--- src/rtl/regfile_pkg.sv ---
// Shared defaults and grant encoding for the register-file writeback controller.
// Latency: n/a (package only).
// Backpressure: n/a (package only).
package regfile_pkg;

  localparam int RF_DATA_BITS = 32;
  localparam int RF_ADDR_BITS = 5;
  localparam int RF_DEPTH     = 2 ** RF_ADDR_BITS;

  // Which requester won the most recent contention.
  typedef enum logic {
    GNT_A = 1'b0,
    GNT_B = 1'b1
  } grant_e;

endpackage

--- src/rtl/wb_rr_arbiter.sv ---
// Two-way round-robin grant between the ALU (A) and mul/div/load (B) writeback requesters.
// Latency: ready is combinational from valid in the same cycle; last_grant updates at the edge.
// Backpressure: the loser of a contention sees ready low and holds its payload; both readies low in reset.
module wb_rr_arbiter
  import regfile_pkg::*;
(
  input  logic clk,
  input  logic rst,
  input  logic i_a_valid,
  input  logic i_b_valid,
  output logic o_a_ready,
  output logic o_b_ready
);

  grant_e r_last_grant;
  logic   w_contend;

  assign w_contend = i_a_valid && i_b_valid;

  // A lone requester is granted outright; on contention the previous loser wins.
  assign o_a_ready = !rst && i_a_valid && (!i_b_valid || (r_last_grant == GNT_B));
  assign o_b_ready = !rst && i_b_valid && (!i_a_valid || (r_last_grant == GNT_A));

  // Remember the contention winner; uncontended grants leave the history alone.
  always_ff @(posedge clk) begin
    if (rst) begin
      r_last_grant <= GNT_B;
    end else if (w_contend) begin
      r_last_grant <= (r_last_grant == GNT_B) ? GNT_A : GNT_B;
    end
  end

endmodule

--- src/rtl/regfile_wb_ctrl.sv ---
// Writeback arbitration, registered register-file write port and busy scoreboard for issue.
// Latency: accepted writeback appears on the write port one cycle later; iss_stall is combinational.
// Backpressure: a_ready/b_ready via round-robin arbiter; issue stalls on RAW/WAW against pending writes.
module regfile_wb_ctrl
  import regfile_pkg::*;
#(
  parameter  int DATA_BITS = RF_DATA_BITS,
  parameter  int ADDR_BITS = RF_ADDR_BITS,
  localparam int DEPTH     = 2 ** ADDR_BITS
) (
  input  logic                 clk,
  input  logic                 rst,
  input  logic                 iss_valid,
  input  logic [ADDR_BITS-1:0] iss_rs,
  input  logic [ADDR_BITS-1:0] iss_rt,
  input  logic [ADDR_BITS-1:0] iss_rd,
  input  logic                 iss_rd_we,
  output logic                 iss_stall,
  input  logic                 a_valid,
  input  logic [ADDR_BITS-1:0] a_addr,
  input  logic [DATA_BITS-1:0] a_data,
  output logic                 a_ready,
  input  logic                 b_valid,
  input  logic [ADDR_BITS-1:0] b_addr,
  input  logic [DATA_BITS-1:0] b_data,
  output logic                 b_ready,
  output logic                 WriteEnable,
  output logic [ADDR_BITS-1:0] DAddress,
  output logic [DATA_BITS-1:0] DData,
  output logic [DEPTH-1:0]     busy
);

  logic                 r_wr_en;
  logic [ADDR_BITS-1:0] r_wr_addr;
  logic [DATA_BITS-1:0] r_wr_data;
  logic [DEPTH-1:0]     r_busy;

  logic                 w_a_xfer;
  logic                 w_b_xfer;
  logic [ADDR_BITS-1:0] w_wb_addr;
  logic [DATA_BITS-1:0] w_wb_data;
  logic                 w_issue_fire;
  logic [DEPTH-1:0]     w_set_mask;
  logic [DEPTH-1:0]     w_clr_mask;
  logic [DEPTH-1:0]     w_busy_next;

  wb_rr_arbiter u_arb (
    .clk       (clk),
    .rst       (rst),
    .i_a_valid (a_valid),
    .i_b_valid (b_valid),
    .o_a_ready (a_ready),
    .o_b_ready (b_ready)
  );

  assign w_a_xfer  = a_valid && a_ready;
  assign w_b_xfer  = b_valid && b_ready;
  assign w_wb_addr = w_a_xfer ? a_addr : b_addr;
  assign w_wb_data = w_a_xfer ? a_data : b_data;

  // A source or the destination still awaiting its file write blocks issue.
  assign iss_stall    = iss_valid && (r_busy[iss_rs] || r_busy[iss_rt] || (iss_rd_we && r_busy[iss_rd]));
  assign w_issue_fire = iss_valid && !iss_stall;

  // Scoreboard edits: issuing marks the destination, the file write in progress releases its target.
  always_comb begin
    w_set_mask = '0;
    w_clr_mask = '0;
    if (w_issue_fire && iss_rd_we && (iss_rd != '0)) begin
      w_set_mask[iss_rd] = 1'b1;
    end
    if (r_wr_en) begin
      w_clr_mask[r_wr_addr] = 1'b1;
    end
  end

  // Set is applied after clear so a same-edge reissue keeps the register pending.
  assign w_busy_next = (r_busy & ~w_clr_mask) | w_set_mask;

  // Scoreboard register; register 0 is never pending.
  always_ff @(posedge clk) begin
    if (rst) begin
      r_busy <= '0;
    end else begin
      r_busy <= {w_busy_next[DEPTH-1:1], 1'b0};
    end
  end

  // Write port: one-cycle registered copy of the accepted writeback; writes to register 0 are swallowed.
  always_ff @(posedge clk) begin
    if (rst) begin
      r_wr_en   <= 1'b0;
      r_wr_addr <= '0;
      r_wr_data <= '0;
    end else if (w_a_xfer || w_b_xfer) begin
      r_wr_en   <= (w_wb_addr != '0);
      r_wr_addr <= w_wb_addr;
      r_wr_data <= w_wb_data;
    end else begin
      r_wr_en   <= 1'b0;
    end
  end

  assign WriteEnable = r_wr_en;
  assign DAddress    = r_wr_addr;
  assign DData       = r_wr_data;
  assign busy        = r_busy;

endmodule

--- config.mk ---
export PLATFORM = sky130hd
export DESIGN_NAME = regfile_wb_ctrl
export DESIGN_NICKNAME = d
export VERILOG_FILES = /design/src/rtl/regfile_pkg.sv /design/src/rtl/wb_rr_arbiter.sv /design/src/rtl/regfile_wb_ctrl.sv
export SDC_FILE = /design/constraint.sdc
export NUM_CORES = 1
export LEC_CHECK = 0
export CAP_MARGIN = 20
export CORE_MARGIN = 8
export CORE_UTILIZATION = 28
export DETAILED_ROUTE_END_ITERATION = 10
export SYNTH_ARGS = -nofsm -noshare
export SYNTH_HDL_FRONTEND = slang
export SYNTH_SLANG_ARGS = --single-unit
--- constraint.sdc ---
create_clock -name clk -period 5 [get_ports clk]
set_clock_uncertainty 0.2 [all_clocks]
set_input_delay 0.75 -clock clk [delete_from_list [all_inputs] [get_ports clk]]
set_output_delay 0.75 -clock clk [all_outputs]
set_load 0.1 [all_outputs]
==> run metrics, run 1 <==
# setup viols final=0; final critical-path share of the clock period=a little under nine tenths; Seq/Total Area, Yosys=34.1%; final design utilization=42.9%; critical register-to-register path endpoint=busy[28]; Worst Setup SP=iss_rt[1]; leakage power of the design=2.17 nW; placeable core area=14,400 um^2; antenna violations before repair=0; total number of vias=roughly 4,400; post-synthesis net count=between 500 and 600; horizontal die dimension=137 um; largest area contributor in the netlist=dfxtp_1; cell area power density=283 nW/um^2; final hold violation count=0; antenna viol nets, final=0; diodes inserted=0; register bit total from synthesis=70; Die Footprint=18,800 um^2; path depth of the worst reg2reg path=7; Post-Route Setup TNS=0 ps; r2r setup slk=about 2400 ps; Residual DRC=0; netlist area before placement=4110 um^2; total iterations of the first detailed-routing run=6; Largest stage delay, worst path=750 ps; worst min path class=reg -> reg; commonest register cell after synthesis=dfxtp_1; cts hold-fix bufs=0; number of max-slew violations in the final report=0; number of cells upsized or downsized after cts=0; critical path peak fanout=9; grt total ovfl=0; DP Wirelength=~12,000 um; Synth top area share=34.1%; Max Buffers Root-to-Sink=2; vias in the first global route=between 4,000 and 5,000; number of distinct library cells after synthesis=50; wire length of the first global-routing pass=25,300 um; Area Overhead vs Synth=50.6%; actual slew at the worst max-slew pin=1080 ps; reg-to-reg critical path startpoint=busy[24]; total wirelength of the detailed-routed design=around 16,000 um; number of input and output port buffers inserted=approximately 170; EDFF count, synth=0; gpl congestion=about 0.96; clock slew at reported path FFs=60 ps; FILL cells=1,426; Slew Limit Headroom=27.1%; Max Cap Viol=0; number of sinks driven by the clock tree=70; Vias per Instance=5.80; die height=137 um; count of boundary I/O pins=~170; First DRT Iteration DRCs=460; post-CTS repair timing setup buffer count=0; data required time of the critical path=4050 ps; H-tree depth=3; top area cells in the synthesized netlist=dfxtp_1, o31ai_2, a222oi_1, nand3_1, mux4_2; launch point of the worst hold path=DData[31]; Crit Path Category=in -> out; worst-case setup margin in the final layout=736 ps; share of post-route cells with drive strength above 1=about 13%; pin count of the biggest net entering global routing=43; status=completed; FMAX=234 MHz; cell breakdown of the critical path=clkdlybuf4s50_1 -> mux4_2 -> a32oi_1 -> o211ai_1 -> a211o_1 -> a31o_4 -> o21a_1 -> buf_12; worst setup slack after placement=742 ps; Min Clock Period, post-route=4260 ps; data arrival time of the critical path=between 3000 and 4000 ps; wire length per cell after detailed routing=~21 um; CP max-delay cell=clkdlybuf4s50_1; insertion delay of the later-clocked pin in the worst-skew pair=roughly 330 ps; root buffer selected by CTS=clkbuf_16; initial cell density of the core=28.5%; total routing resource utilization after global routing=17.1%; Synth Instances=437; Async SR Flop Fraction=0%; endpoint of the worst hold path=DData[31]; number of warnings reported in the yosys synthesis log=0; CTS buffer count=9; nature of the critical path startpoint=input port; number of nets in the final layout=671; worst IR drop on VDD=0.143 mV; number of cells traversed by the worst hold path=2; kind of end point of the critical path=output port; RSZ-0062 raised after global routing=false; clock tree from TritonCTS=done; number of cell rows=44; Avg Cell Area, Syn=9.40 um^2
==> cells in the mapped netlist, types with 7 or more instances <==
| cell | instances |
|---|---|
| dfxtp_1 | 70 |
| clkbuf_1 | 28 |
| nor2_1 | 56 |
| mux2i_1 | 20 |
| nand2_1 | 24 |
| mux4_2 | 10 |
| o211ai_1 | 17 |
| a211oi_1 | 7 |
| nand3_1 | 49 |
| nor3b_1 | 7 |
| a222oi_1 | 33 |
| o31ai_2 | 28 |
==> critical path, delay by kind of cell <==
kind	cells	cell delay, ps
AOI/OAI and AO/OA	5	1060
buffers and inverters	2	920
muxes	1	580
==> stage by stage <==
step | std cells | instance area [um^2] | hold slack (ps) | total power, W
after floorplan | 437 | 4110 | 328 | 0.000913
after global placement | 748 | 5850 | 283 | 0.00107
after detailed placement | 749 | 5870 | 290 | 0.00107
after CTS | 765 | 6190 | 310 | 0.00176
after global routing | 765 | 6190 | 338 | 0.00182
final | 765 | 6190 | 302 | 0.00175
==> state kept, by name, summed over array words and instances (netlist names) <==
| name | flops |
|---|---|
| u_arb.r_last_grant | 1 |
| DData | 32 |
| WriteEnable | 1 |
| DAddress | 5 |
| busy | 31 |
==> cell usage in the layout, fill, tap and decap left out, types with 2 or more instances in the layout <==
| master | netlist | layout |
|---|---|---|
| a32oi_1 | 2 | 2 |
| o31ai_1 | 3 | 3 |
| mux4_1 | 5 | 5 |
| nor3b_1 | 7 | 7 |
| nand3b_1 | 5 | 5 |
| nor3_1 | 5 | 5 |
| mux2_2 | 3 | 3 |
| o21a_1 | 2 | 2 |
| o31ai_2 | 28 | 28 |
| o21ai_0 | 5 | 5 |
| or2_2 | 4 | 4 |
| inv_1 | 5 | 5 |
| a211oi_1 | 7 | 6 |
| nand2_1 | 24 | 24 |
| clkbuf_16 | 0 | 9 |
| buf_12 | 0 | 2 |
| nor2_1 | 56 | 56 |
| dfxtp_1 | 70 | 70 |
| mux4_2 | 10 | 10 |
| buf_4 | 3 | 7 |
| o211ai_1 | 17 | 17 |
| clkdlybuf4s50_1 | 0 | 162 |
| bufinv_16 | 0 | 2 |
| o22ai_1 | 3 | 3 |
| a222oi_1 | 33 | 33 |
| nand3_1 | 49 | 49 |
| mux2i_1 | 20 | 20 |
| clkinvlp_4 | 0 | 3 |
| nand2b_1 | 4 | 4 |
| and3_1 | 4 | 4 |
==> worst max path at each step <==
stage / cells after the start / slack (ps) / to
2_1_floorplan: 7 / 1140 / iss_stall
3_3_place_gp: 8 / 800 / iss_stall
3_5_place_dp: 8 / 740 / iss_stall
4_1_cts: 8 / 740 / iss_stall
5_1_grt: 8 / 630 / iss_stall
6_report: 8 / 740 / iss_stall
==> where the power goes <==
group	switching (W)	internal (W)
Sequential	0.0000230	0.000580
Combinational	0.000302	0.000156
Clock	0.000252	0.000437
Total	0.000576	0.00117
==> cell type report <==
type / instances / area (um^2) / share of cell area (%)
well taps: 184 / 230 / 3.72
inverters: 6 / 22.5 / 0.364
repair buffers: 173 / 1730 / 28.0
clock inverters: 7 / 96.3 / 1.56
multi-input cells: 316 / 2480 / 40.1
clock buffers: 9 / 225 / 3.64
flip-flops and latches: 70 / 1400 / 22.6
==> routing by layer <==
layer | vias up | part of all wire [%] | GRT usage [%]
li1 | 1992 | - | -
met1 | 2100 | 42 | 22.5
met2 | 323 | 41 | 24.3
met3 | 23 | 15 | 7.20
met4 | 0 | 1.5 | 6.34
met5 | - | 0 | 0
==> kinds of logic after synthesis <==
kind of cell | Yosys count | synth area share, %
and+or+nand+nor | 164 | 19.1
AOI/OAI and AO/OA | 113 | 26.3
DFF | 70 | 34.1
buffers and inverters | 51 | 6.06
muxes | 38 | 14.4
other | 1 | 0.0913
No activity file was read; power rests on OpenSTA's default activity.
==> inputs of run 2 (changes only) <==
--- a/config.mk
+++ b/config.mk
@@ -5,10 +5,11 @@
 export SDC_FILE = /design/constraint.sdc
 export NUM_CORES = 1
 export LEC_CHECK = 0
-export CAP_MARGIN = 20
+export CAP_MARGIN = 30
 export CORE_MARGIN = 8
 export CORE_UTILIZATION = 28
 export DETAILED_ROUTE_END_ITERATION = 10
+export RECOVER_POWER = 100
 export SYNTH_ARGS = -nofsm -noshare
 export SYNTH_HDL_FRONTEND = slang
 export SYNTH_SLANG_ARGS = --single-unit
==> run metrics, run 2 (same netlist as run 1, synthesis figures left out) <==
total number of vias=4,380; number of nets in the final layout=672; wire length per cell after detailed routing=21.5 um; share of post-route cells with drive strength above 1=11.2%; critical path peak fanout=9; number of flip-flops in the largest register=32; Crit Path Category=in -> out; clock tree from TritonCTS=done; Vias per Instance=approximately 5.7; number of input and output port buffers inserted=166; Residual DRC=0; wire length of the first global-routing pass=25,200 um; pin count of the biggest net entering global routing=43; met2 capacity usage during global routing=between 20% and 30%; total wirelength of the detailed-routed design=~17,000 um; data arrival time of the critical path=around 3400 ps; horizontal die dimension=137 um; worst IR drop on VDD=0.171 mV; grt total ovfl=0; nature of the critical path startpoint=input port; Area Overhead vs Synth=50.5%; failing checks=max-capacitance violations, max-slew violations; RSZ-0062 raised after global routing=false; data required time of the critical path=roughly 4100 ps; met1 layer usage reported by global route=21.8%; gpl congestion=0.959; Die Footprint=18,800 um^2; H-tree depth=3; leakage power of the design=2.38 nW; Max Buffers Root-to-Sink=2; total routing resource utilization after global routing=between 10% and 20%; worst hold margin=298 ps; number of cell rows=44; clock slew at reported path FFs=60 ps; # setup viols final=0; die height=137 um; cts hold-fix bufs=0; Max Cap Viol=2; most common cell after layout, fill and taps aside=clkdlybuf4s50_1; commonest cells after routing, fill and taps aside=clkdlybuf4s50_1, dlygate4sd3_1, dfxtp_1, nor2_1, nand3_1; actual slew at the worst max-slew pin=roughly 2000 ps; Slew Limit Headroom=-33.9%; status=finished with violations; count of boundary I/O pins=168; Min Clock Period, post-route=4320 ps; Post-Route Setup TNS=0 ps; First DRT Iteration DRCs=about 390; insertion delay of the later-clocked pin in the worst-skew pair=between 300 and 400 ps; FILL cells=1,411; Most Used Layer, Global Route=met2; GR Layer Usage met3=7.20%; FMAX=approximately 230 MHz; cell area power density=296 nW/um^2; total iterations of the first detailed-routing run=7; number of max-slew violations in the final report=between 70 and 80; post-CTS repair timing setup buffer count=0; DP Wirelength=~12,000 um; CTS buffer count=9; initial cell density of the core=28.5%; antenna viol nets, final=0; number of cells upsized or downsized after cts=0; vias in the first global route=~4,500; worst min path class=reg -> reg; placeable core area=around 14,000 um^2; final hold violation count=0; root buffer selected by CTS=clkbuf_16; final critical-path share of the clock period=86.4%; kind of end point of the critical path=output port; number of sinks driven by the clock tree=70; antenna violations before repair=0
[run 2: changes by cell type in the layout (fill, tap and decap cells not counted), moves of 2 or more]
cell	before	now
clkbuf_1	0	2
buf_4	7	5
bufinv_16	2	4
clkinvlp_4	3	0
o31ai_2	28	17
dlygate4sd3_1	0	71
clkbuf_2	0	3
clkdlybuf4s50_1	162	91
o31ai_1	3	14
[run 2: worst paths after layout]
| path | from | end | slack (ps) | depth (start not counted) |
|---|---|---|---|---|
| max | iss_rt[1] | iss_stall | 680 | 8 |
| min | DData[31] | DData[31] | 300 | 2 |
| max reg2reg | busy[8] | busy[28] | 2020 | 6 |
| min reg2reg | DData[31] | DData[31] | 300 | 2 |
[run 2: per-layer routing]
metal,part of all wire [%],vias up
li1,-,1999
met4,1.7,0
met1,41,2055
met5,0,-
met3,14,25
met2,43,301
[run 2: area by class of cell]
class / count / area [um^2] / share of cell area [%]
Multi-Input combinational cell: 316 / 2420 / 39.2
Tap cell: 184 / 230 / 3.72
Inverter: 6 / 22.5 / 0.364
Clock inverter: 6 / 134 / 2.17
Timing Repair Buffer: 174 / 1740 / 28.1
Clock buffer: 10 / 229 / 3.70
Antenna cell: 1 / 2.50 / 0.0405
Sequential cell: 70 / 1400 / 22.7
[run 2: critical path: stages]
cell and delay (ps):
dlygate4sd3_1 810, mux4_2 570, a32oi_1 210, o211ai_1 100
a211o_1 320, a31o_4 220, o21a_1 220, buf_12 170
[run 2: metrics by stage]
stage	area [um^2]	setup WS, ps	cells	total power [W]	utilization, %
3_5_place_dp	5890	760	750	0.00107	40.9
2_1_floorplan	4110	1140	437	0.000913	-
6_report	6180	681	767	0.00183	42.9
4_1_cts	6260	752	766	0.00186	43.4
3_3_place_gp	5850	800	748	0.00107	40.6
5_1_grt	6180	394	766	0.00189	42.9
[run 2: report_power, final]
group          internal, W  switching (W)  total, W
Sequential        0.000580      0.0000217  0.000602
Clock             0.000538       0.000240  0.000777
Combinational     0.000149       0.000300  0.000448
Total              0.00127       0.000561   0.00183
==> RTL edit 1 (config.mk and constraints of run 2) <==
Make the reset (`rst`) asynchronous in 3 clocked blocks.
--- a/src/rtl/wb_rr_arbiter.sv
+++ b/src/rtl/wb_rr_arbiter.sv
@@ -22,7 +22,7 @@
   assign o_b_ready = !rst && i_b_valid && (!i_a_valid || (r_last_grant == GNT_A));
 
   // Remember the contention winner; uncontended grants leave the history alone.
-  always_ff @(posedge clk) begin
+  always_ff @(posedge clk or posedge rst) begin
     if (rst) begin
       r_last_grant <= GNT_B;
     end else if (w_contend) begin
--- a/src/rtl/regfile_wb_ctrl.sv
+++ b/src/rtl/regfile_wb_ctrl.sv
@@ -78,7 +78,7 @@
   assign w_busy_next = (r_busy & ~w_clr_mask) | w_set_mask;
 
   // Scoreboard register; register 0 is never pending.
-  always_ff @(posedge clk) begin
+  always_ff @(posedge clk or posedge rst) begin
     if (rst) begin
       r_busy <= '0;
     end else begin
@@ -87,7 +87,7 @@
   end
 
   // Write port: one-cycle registered copy of the accepted writeback; writes to register 0 are swallowed.
-  always_ff @(posedge clk) begin
+  always_ff @(posedge clk or posedge rst) begin
     if (rst) begin
       r_wr_en   <= 1'b0;
       r_wr_addr <= '0;
Behaviour: differs if rst is asserted again (counterexample within 4 cycles, from zero or initial values and one cycle with rst high); with rst held inactive, the same outputs for 10 cycles.
==> RTL edit 1 against run 2 <==
- the flow still finishes with violations (max-capacitance violations, max-slew violations)
- design area shrank 0.32%
- sequential cell count is the same
- wire length shrank 7.8%
- global-route usage shrank 1.4 points
- count of clock-buffer cells in the layout grew 4
- setup slack lost 0.011 ns
- synthesized area grew 2.2%
- critical path type unchanged
- critical endpoint unchanged
Power is not compared: it rests on default switching activity, and its combinational part moved more than twofold at a synthesized area within 25%.
==> RTL edit 1: results (changes against run 2) <==
- Setup Buffers After CTS: 0 (unchanged)
- Failing checks: max-capacitance violations, max-slew violations
- Status: complete, but fails checks
- Clk buf depth: 2 (unchanged)
- YS warnings: 0 (unchanged)
- Pin count of the biggest net entering global routing: 76 (+77%)
- MaxCap Viol Count: 2 (unchanged)
- Fraction of registers with async set/reset: 100% (+100 points)
- Main area contributors after synthesis: dfrtp_1 (41%), mux2i_1 (15%), nor2_1 (4.6%), o31ai_2 (4.5%), a21oi_1 (4.4%)
- TritonCTS buffer count: 9 (unchanged)
- Total number of vias: 3947 (-9.9%)
- Sequential share of the synthesized area: 41.7% (+7.6 points)
- Drt first pass iters: 4 (-3)
- Largest register FFs: 32 (unchanged)
- Fin. max-slew vios: 110 (+47%)
- Clock root buffer: clkbuf_16
- Hpwl dp: 11500 um (-6.7%)
- Fraction of layout cells with a size suffix above 1: 6.41% (-4.8 points)
- Detailed Route Iter0 Violations: 192 (-51%)
- First-pass GRT wire length: 24200 um (-4.2%)
- WL/cell: 20.4 um (-5.2%)
- WP data arrival: 3.38 ns (about the same)
- Synthesized Nets: 506 (-4.9%)
- Worst-path fanout max: 20 (+11)
- Yosys cell types: 51 (+2.0%)
- Vias in the first global route: 4260 (-4.4%)
- GP Congestion: 0.846 (-12%)
- Layout Nets: 653 (-2.8%)
- PostCTS Resize Cnt: 0 (unchanged)
- GRT Total Usage: 15.7% (-1.4 points)
- # hold bufs at CTS: 0 (unchanged)
- Dpl ws: 0.922 ns (+0.162 ns)
- # fillers: 1394 (-1.2%)
- Initial antenna violation count: 0 (unchanged)
- Antenna cells: 0 (-1)
- Leak: roughly 2.3 nW
- Most instantiated cells after synthesis: dfrtp_1 (69), mux2i_1 (64), nor2_1 (51)
- Clk pin slew, worst setup/hold paths: ~0.050 ns
- Worst-margin pin slew: 2.72 ns (+0.708 ns)
-- RTL edit 1: layout make-up --
type / instances / area, um2 / area share, %
multi-input combinational: 300 / 2180 / 35.4
sequential: 70 / 1750 / 28.4
timing repair buffer: 170 / 1690 / 27.4
clock buffer: 14 / 254 / 4.12
tap: 184 / 230 / 3.74
clock inverter: 1 / 30.0 / 0.487
inverter: 7 / 26.3 / 0.426
-- RTL edit 1: through the flow --
stage,std cells,cell area [um2]
final,746,6160
after global routing,746,6160
after detailed placement,731,5970
after floorplan,411,4200
after CTS,746,6260
after global placement,730,5950
-- RTL edit 1: routing by layer --
layer  vias to the layer above  GRT usage, %  routed length (um)
li1                       1824             -                   -
met1                      1889          20.2                6850
met2                       219          22.2                6230
met3                        15          8.22                1990
met4                         0          4.41                 153
met5                         -             0                   0
-- RTL edit 1: where the power goes --
part | internal (W) | total (W) | switching [W]
registers | 0.000794 | 0.00110 | 0.000304
clock network | 0.000398 | 0.000624 | 0.000227
logic | 0.000658 | 0.00278 | 0.00212
-- RTL edit 1: cells by family after synthesis --
| kind of cell | Yosys count | share of synthesized area, % |
|---|---|---|
| AOI/OAI and AO/OA | 126 | 20.3 |
| xor gates and xnor gates | 1 | 0.209 |
| buffers and inverters | 41 | 4.77 |
| DFF | 70 | 41.7 |
| muxes | 75 | 21.0 |
| other | 1 | 0.0893 |
| and+or+nand+nor | 97 | 12.0 |
-- RTL edit 1: path summary, 6_finish.rpt --
path / from / end / slack, ns / cells past startpoint
max: iss_rd[0] / iss_stall / 0.67 / 8
min: u_arb.r_last_grant / u_arb.r_last_grant / 0.30 / 1
max reg2reg: u_arb.r_last_grant / DData[9] / 1.54 / 4
min reg2reg: u_arb.r_last_grant / u_arb.r_last_grant / 0.30 / 1
max in group asynchronous: rst / busy[11] / 2.15 / 3
min in group asynchronous: rst / DData[13] / 1.39 / 3
-- RTL edit 1: critical path, stage by stage --
cell,delay [ns]
dlygate4sd3_1,1.14
mux2i_1,0.17
o22ai_1,0.21
nor3_1,0.08
o211ai_1,0.28
nand2_1,0.09
a31oi_1,0.18
clkbuf_2,0.48
==> RTL edit 2 (config.mk and constraints of run 2) <==
Made on the original files. Change the package constant `RF_DATA_BITS` from 32 to 28.
--- a/src/rtl/regfile_pkg.sv
+++ b/src/rtl/regfile_pkg.sv
@@ -3,7 +3,7 @@
 // Backpressure: n/a (package only).
 package regfile_pkg;
 
-  localparam int RF_DATA_BITS = 32;
+  localparam int RF_DATA_BITS = 28;
   localparam int RF_ADDR_BITS = 5;
   localparam int RF_DEPTH     = 2 ** RF_ADDR_BITS;
 
Ports: changed (resized DData, a_data and b_data); port bits go from 168 to 156. No check against the original RTL was run, so the function may have changed too.
==> RTL edit 2 against run 2 <==
- the run still ends with max-capacitance violations, max-slew violations left
- first-iteration DRC count is 33% lower
- synthesized area is 1.1% higher
- critical path depth stayed put
- clock power is 12% lower
- setup slack worse by 0.092 ns
- via count is 1.1% higher
- design area is 0.24% lower
- sequential power is 5.3% lower
- count of clock-buffer cells in the layout is 3 higher
- wire length is 5.7% lower
- power is 5.5% lower
- sequential cell count is 4 lower
- largest power group unchanged
==> RTL edit 2: results (changes against run 2) <==
- Fraction of layout cells with a size suffix above 1: 10.8% (-0.41 points)
- Crit path largest cell delay: 0.94 ns (+0.13 ns)
- Period utilization: 88.2% (+1.8 points)
- Failing checks: max-capacitance violations, max-slew violations
- Met2 Usage GRT: 24.3% (-1.1 points)
- Main area contributors after synthesis: dfxtp_1 (32%), o31ai_2 (8.1%), nand2_1 (8.0%), a311oi_1 (6.7%), nand3_1 (6.0%)
- Global-route met3 utilization: 7.40% (+0.21 points)
- WP data arrival: 3.46 ns (+0.09 ns)
- Slowest cell on the critical path: clkbuf_1
- Net Sw Power: 0.000561 W (about the same)
- # fillers: 1454 (+3.0%)
- GRT Total Usage: 16.3% (-0.81 points)
- Fin. max-slew vios: 32 (-57%)
- Cell Area, Placed: 5920 um2 (+0.40%)
- Cell Area, Synth: 4150 um2 (+1.1%)
- Sequential share of the synthesized area: 31.8% (-2.3 points)
- Vias in the first global route: 4465 (+0.18%)
- Layout Nets: 706 (+5.1%)
- Leak: 2.37 nW (-0.16%)
- Dpl ws: 0.782 ns (+0.0217 ns)
- Largest delay share family, worst path: buffers and inverters
- CP endpoint: a_ready
- Synthesized Nets: 574 (+7.9%)
- GP Congestion: 0.798 (-17%)
- Antenna cells: 0 (-1)
- Status: complete, but fails checks
- Drt first pass iters: 5 (-2)
- Yosys cell types: 48 (-4.0%)
- Crit path from: rst
- WL/cell: 19.3 um (-10%)
- Reg-to-Reg Start: busy[21]
- MaxCap Viol Count: 1 (-1)
- Hold Crit Start: DData[20]
- R2R Setup Slk: 2.07 ns (+0.05 ns)
- Multiplexer area fraction after synthesis: 13.0% (-1.4 points)
- Worst slew margin: -7.61% (+26 points)
- Detailed Route Iter0 Violations: 263 (-33%)
- Largest register FFs: 31 (-3.1%)
## RTL edit 2: cell types whose count changed in the layout (fill, tap and decap cells not counted), sizes merged, moves of 2 or more
cell / run 2 / this run
dfxtp: 70 / 66
clkdlybuf4s50: 91 / 83
nor2: 56 / 50
a311oi: 0 / 32
buf: 8 / 15
bufinv: 4 / 2
dlygate4sd3: 71 / 68
a222oi: 33 / 1
mux2i: 20 / 15
a211oi: 7 / 2
nand2: 24 / 88
## RTL edit 2: metrics by stage
step / power [W] / hold WS (ns) / cells / utilization (%)
after floorplan: 0.000897 / 0.328 / 487 / -
after global placement: 0.00105 / 0.260 / 786 / 39.8
after detailed placement: 0.00107 / 0.272 / 792 / 40.7
after global routing: 0.00179 / 0.311 / 807 / 42.4
final: 0.00173 / 0.276 / 807 / 42.4
after CTS: 0.00176 / 0.282 / 807 / 42.9
## RTL edit 2: final cells by class
type / instances / share of cell area [%]
tap: 184 / 3.73
timing repair buffer: 168 / 28.2
clock buffer: 13 / 4.22
clock inverter: 2 / 0.974
sequential: 66 / 21.4
multi-input combinational: 367 / 41.1
inverter: 7 / 0.426
## RTL edit 2: cell families (layout without fill, tap and decap cells)
logic type,count (synthesis),count (layout)
and+or+nand+nor,223,223
DFF,66,66
muxes,33,33
AOI/OAI and AO/OA,110,110
buffers and inverters,54,190
other,1,1
## RTL edit 2: metal layers
layer,wire [um],up-vias
met3,2090,16
li1,-,2092
met2,6500,254
met4,211,0
met1,6770,2064
met5,0,-
## RTL edit 2: worst register-to-register path: cells and delay by family (launching register included)
kind,cells,cell delay [ns]
simple gates,1,1.23
compound gates,4,0.73
flops,1,0.47
mux,1,0.12
